`src/rtl/file_register.sv`:
```
// -----------------------------------------------------------------------------
// file_register
//
// Command decoder and register file sitting between the soft microcontroller's
// GPIO port and the image-convolution datapath. The micro writes 32-bit
// instruction words {enable, command, data}; a command executes once on the
// rising edge of the enable bit. All outputs are registered, so every effect
// becomes visible one clock after the executing edge.
//
// Ports:
//   clock               system clock, rising edge
//   reset               asynchronous, active-high reset
//   i_cmd_from_micro    instruction word {enable, command, data}
//   i_frame_ready       processed frame available in memory (level)
//   i_pixels_from_mem   pixel word returned by frame memory
//   o_data_to_micro     readback register (status / fetched pixels)
//   o_pixels_from_micro pixel word to be written to frame memory
//   o_kernel_sel        selected convolution kernel
//   o_load              one-cycle write strobe for o_pixels_from_micro
//   o_get_pixels        one-cycle read request to frame memory
//   o_start_conv        one-cycle start pulse for the convolver
// -----------------------------------------------------------------------------
module file_register #(
    parameter int NB_C0M  = 7,
    parameter int NB_DATA = 24,
    parameter int NB_INST = 32
) (
    input  logic               clock,
    input  logic               reset,
    input  logic [NB_INST-1:0] i_cmd_from_micro,
    input  logic               i_frame_ready,
    input  logic [NB_INST-1:0] i_pixels_from_mem,
    output logic [NB_INST-1:0] o_data_to_micro,
    output logic [NB_DATA-1:0] o_pixels_from_micro,
    output logic [1:0]         o_kernel_sel,
    output logic               o_load,
    output logic               o_get_pixels,
    output logic               o_start_conv
);

    localparam logic [NB_C0M-1:0] CMD_KERNEL_SEL     = NB_C0M'(0);
    localparam logic [NB_C0M-1:0] CMD_LOAD_FRAME     = NB_C0M'(1);
    localparam logic [NB_C0M-1:0] CMD_END_FRAME      = NB_C0M'(2);
    localparam logic [NB_C0M-1:0] CMD_IS_FRAME_READY = NB_C0M'(3);
    localparam logic [NB_C0M-1:0] CMD_GET_FRAME      = NB_C0M'(4);

    typedef enum logic {
        IDLE,
        WAIT_MEM
    } state_t;

    state_t state;
    state_t next_state;

    logic               en_prev;
    logic               enable;
    logic [NB_C0M-1:0]  command;
    logic [NB_DATA-1:0] data;
    logic               execute;

    logic [NB_INST-1:0] next_data_to_micro;
    logic [NB_DATA-1:0] next_pixels;
    logic [1:0]         next_kernel_sel;
    logic               next_load;
    logic               next_get_pixels;
    logic               next_start_conv;

    assign enable  = i_cmd_from_micro[NB_INST-1];
    assign command = i_cmd_from_micro[NB_INST-2:NB_DATA];
    assign data    = i_cmd_from_micro[NB_DATA-1:0];

    // Rising edge of the enable bit; holding enable high runs a command once.
    assign execute = enable & ~en_prev;

    always_comb begin
        next_state         = state;
        next_data_to_micro = o_data_to_micro;
        next_pixels        = o_pixels_from_micro;
        next_kernel_sel    = o_kernel_sel;
        next_load          = 1'b0;
        next_get_pixels    = 1'b0;
        next_start_conv    = 1'b0;

        case (state)
            IDLE: begin
                if (execute) begin
                    case (command)
                        CMD_KERNEL_SEL: begin
                            next_kernel_sel = data[1:0];
                        end
                        CMD_LOAD_FRAME: begin
                            next_pixels = data;
                            next_load   = 1'b1;
                        end
                        CMD_END_FRAME: begin
                            // Last pixel word of the frame also kicks off the convolver.
                            next_pixels     = data;
                            next_load       = 1'b1;
                            next_start_conv = 1'b1;
                        end
                        CMD_IS_FRAME_READY: begin
                            next_data_to_micro = {{(NB_INST-1){1'b0}}, i_frame_ready};
                        end
                        CMD_GET_FRAME: begin
                            next_get_pixels = 1'b1;
                            next_state      = WAIT_MEM;
                        end
                        default: begin
                        end
                    endcase
                end
            end
            WAIT_MEM: begin
                // Memory answers one cycle after the request; enable edges
                // seen here are dropped, only en_prev keeps tracking.
                next_data_to_micro = i_pixels_from_mem;
                next_state         = IDLE;
            end
            default: begin
                next_state = IDLE;
            end
        endcase
    end

    always_ff @(posedge clock or posedge reset) begin
        if (reset) begin
            state               <= IDLE;
            en_prev             <= 1'b0;
            o_data_to_micro     <= '0;
            o_pixels_from_micro <= '0;
            o_kernel_sel        <= 2'b00;
            o_load              <= 1'b0;
            o_get_pixels        <= 1'b0;
            o_start_conv        <= 1'b0;
        end else begin
            state               <= next_state;
            en_prev             <= enable;
            o_data_to_micro     <= next_data_to_micro;
            o_pixels_from_micro <= next_pixels;
            o_kernel_sel        <= next_kernel_sel;
            o_load              <= next_load;
            o_get_pixels        <= next_get_pixels;
            o_start_conv        <= next_start_conv;
        end
    end

endmodule

```
`config.mk`:
```
export PLATFORM = sky130hd
export DESIGN_NAME = file_register
export DESIGN_NICKNAME = d
export VERILOG_FILES = /design/src/rtl/file_register.sv
export SDC_FILE = /design/constraint.sdc
export NUM_CORES = 1
export LEC_CHECK = 0
export BUFFER_PORTS_ARGS = -buffer_cell sky130_fd_sc_hd__buf_2
export CORE_MARGIN = 5
export CORE_UTILIZATION = 46
export CTS_CLUSTER_DIAMETER = 50
export DETAILED_ROUTE_END_ITERATION = 8
export GPL_ROUTABILITY_DRIVEN = 0
export PLACE_DENSITY = 0.87
export SYNTH_ARGS = -nofsm -noshare
export SYNTH_HDL_FRONTEND = slang
export SYNTH_SLANG_ARGS = --single-unit
```
`constraint.sdc`:
```
create_clock -name clock -period 2.8 [get_ports clock]
set_clock_uncertainty 0.05 [all_clocks]
set_input_delay 0.7 -clock clock [delete_from_list [all_inputs] [get_ports clock]]
set_output_delay 0.7 -clock clock [all_outputs]
set_load 0.1 [all_outputs]
```
==> run metrics <==
min cycle time layout 2163 ps; Worst setup EP type output port; # IOs 128; status finished, final reports clean; Worst Hold Class input pin to asynchronous set/reset pin; Vias/cell 4.977; Slew Limit Fails 0; TritonCTS clock tree built; Clock transition at path regs 60 ps; register area 1551 um^2; final critical-path setup slack 636.7 ps; layout cells sized above 1 65.51%; total iterations of the first detailed-routing run 4; total gr overflow 0; register area share after synthesis 59.25%; xor and xnor area share after synthesis 0.3344%; endpoints failing setup 0; Critical Path Max Stage Delay 580 ps; post-synthesis compound-gate area fraction 11.28%; RSZ-0062 raised after global routing false; Overall Global Routing Usage 17.23%; Port Buffers 127; CP Cell Sequence buf_2; Mapped Avg Cell Area 14.39 um^2; initial core utilization 47.56%; met3 track demand over resource 5.243%; Max Cap Violations 0; Post-CTS Hold Fix Bufs 0; Num CTS Buffers 9; simple-gate share of the synthesized area 12.37%; Area Growth Syn to Fin 33.68%; top cell type's share of synthesized area 59.25%; Yosys warnings 0; Slew HR 60.51%; Avg WL per Cell 15.44 um; Starting DRT DRC Count 64; Hold WS 397.6 ps; post-synthesis cell count 182; Worst Tran Pin Value 591.5 ps; startpoint types flip-flop; ANT cells 0; slowest CP cell dfrtp_1; Reg2Reg Setup Slack 820 ps; Die Ht 85.45 um; FF-to-FF path depth 3; top cells by area, synth dfrtp_1 (59%), mux2_4 (11%), a31o_2 (11%); H-tree Lvls 3; Layout Cells excl Fill 388; detailed-route DRC error count 0; pre-CTS WS 435.6 ps; largest family of logic cells by synthesized area multiplexers; number of distinct library cells after synthesis 23; delay-heaviest family, CP flip-flops; mapped cell area 2619 um^2; first-pass GRT wire length 9880 um; CTS resizes 0; vias in the first global route 2067; Synth Area in Adders 0%; die width 85.45 um; GR peak layer met2; via count 1931; Reg-to-Reg Start o_get_pixels; met1 Usage GRT 20.93%; Mapped Nets 249; num rows 27; Final Hold Fails 0; TNS Setup 0 ps; Synth area leader dfrtp_1; die area 7302 um^2; Pwr Density 658.1 nW/um^2; final net count 380; CORE AREA 5507 um^2; crit path launch o_get_pixels; RR Endpoint o_pixels_from_micro[5]; Max clock buf depth 2; TritonCTS Sinks 62; multi-input logic area 992.2 um^2; final WL 5991 um; root buf cell clkbuf_8; Worst IR Drop VDD 0.3677 mV; Critical Path RT 2050 ps; Seq cells post-synth 62; placed cell count 374; Fillers 441; WP buf/inv 1; commonest non-fill, non-tap cell in the layout buf_2; Detail Route Antenna Nets 0; postcts setup bufs 0; Crit Path Category flip-flop to output port; Fmax 0.4623 GHz; share of the cycle needed by the critical path after routing 77.26%; antenna violations before repair 0; Clk Latency, worst-skew pair 310 ps; leak pwr 2.064 nW; met2 Use GR 28.18%; HPWL Detailed 4509 um; most frequent cells in the layout buf_2 (127), dfrtp_1 (62), a31o_2 (32); Arr. time, crit path 1410 ps; worst-path fanout max 13; post-synthesis mux area share 13.90%; pin count of the biggest net entering global routing 36
## cell usage after synthesis
cell type,number
dfrtp_1,62
a31o_2,32
and2_1,31
mux2_4,19
mux2_2,7
clkbuf_1,6
inv_1,4
buf_2,3
and4b_1,2
buf_6,2
nor3b_2,2
a31oi_1,1
and3_1,1
and3b_1,1
nand3_1,1
nand3b_1,1
nand4_4,1
nor2_1,1
nor3_4,1
nor3b_1,1
nor4b_1,1
o22a_1,1
xor2_1,1
## area by class of cell
type	count	share of cell area, %
sequential	62	44.32
multi-input combinational	105	28.34
timing repair buffer	131	19.37
clock buffer	13	4.825
tap	72	2.573
inverter	4	0.4289
clock inverter	1	0.1430
## metrics by stage
step | total power [mW] | util, % | instance area, um^2
2_1_floorplan | 1.511 | - | 2619
3_3_place_gp | 1.638 | 60.42 | 3327
3_5_place_dp | 1.649 | 60.42 | 3327
4_1_cts | 2.337 | 63.58 | 3501
5_1_grt | 2.403 | 63.58 | 3501
6_report | 2.304 | 63.58 | 3501
## cell families (layout without fill, tap and decap cells)
family	after synthesis	after routing
flip-flops	62	62
multiplexers	26	26
buffers and inverters	15	149
XOR/XNOR	1	1
AO/OA/AOI/OAI	34	34
AND/OR/NAND/NOR	44	44
## per-layer routing
layer | up-vias | wire length, um
li1 | 911 | -
met1 | 918 | 2506
met2 | 91 | 2813
met3 | 11 | 564
met4 | 0 | 107
met5 | - | 0
## worst max-delay path by stage
stage / endpoint / cells past startpoint / slack [ps]
6_report: o_get_pixels / 1 / 640
5_1_grt: o_get_pixels / 1 / 580
4_1_cts: o_get_pixels / 1 / 610
3_5_place_dp: o_pixels_from_micro[13] / 4 / 440
3_3_place_gp: o_pixels_from_micro[15] / 4 / 510
2_1_floorplan: en_prev / 1 / 510
## power breakdown
group	switching, mW	total (mW)	internal, mW	leakage, nW
logic	0.507	0.644	0.137	1.13
registers	0.0317	0.986	0.954	0.847
clock network	0.292	0.675	0.383	0.0914
total	0.831	2.30	1.47	2.06
## flip-flops by register name, indices dropped and copies added (netlist names)
register / cells
o_kernel_sel: 2
en_prev: 1
o_load: 1
o_start_conv: 1
o_pixels_from_micro: 24
o_data_to_micro: 32
o_get_pixels: 1
No activity file was read; power rests on OpenSTA's default activity.
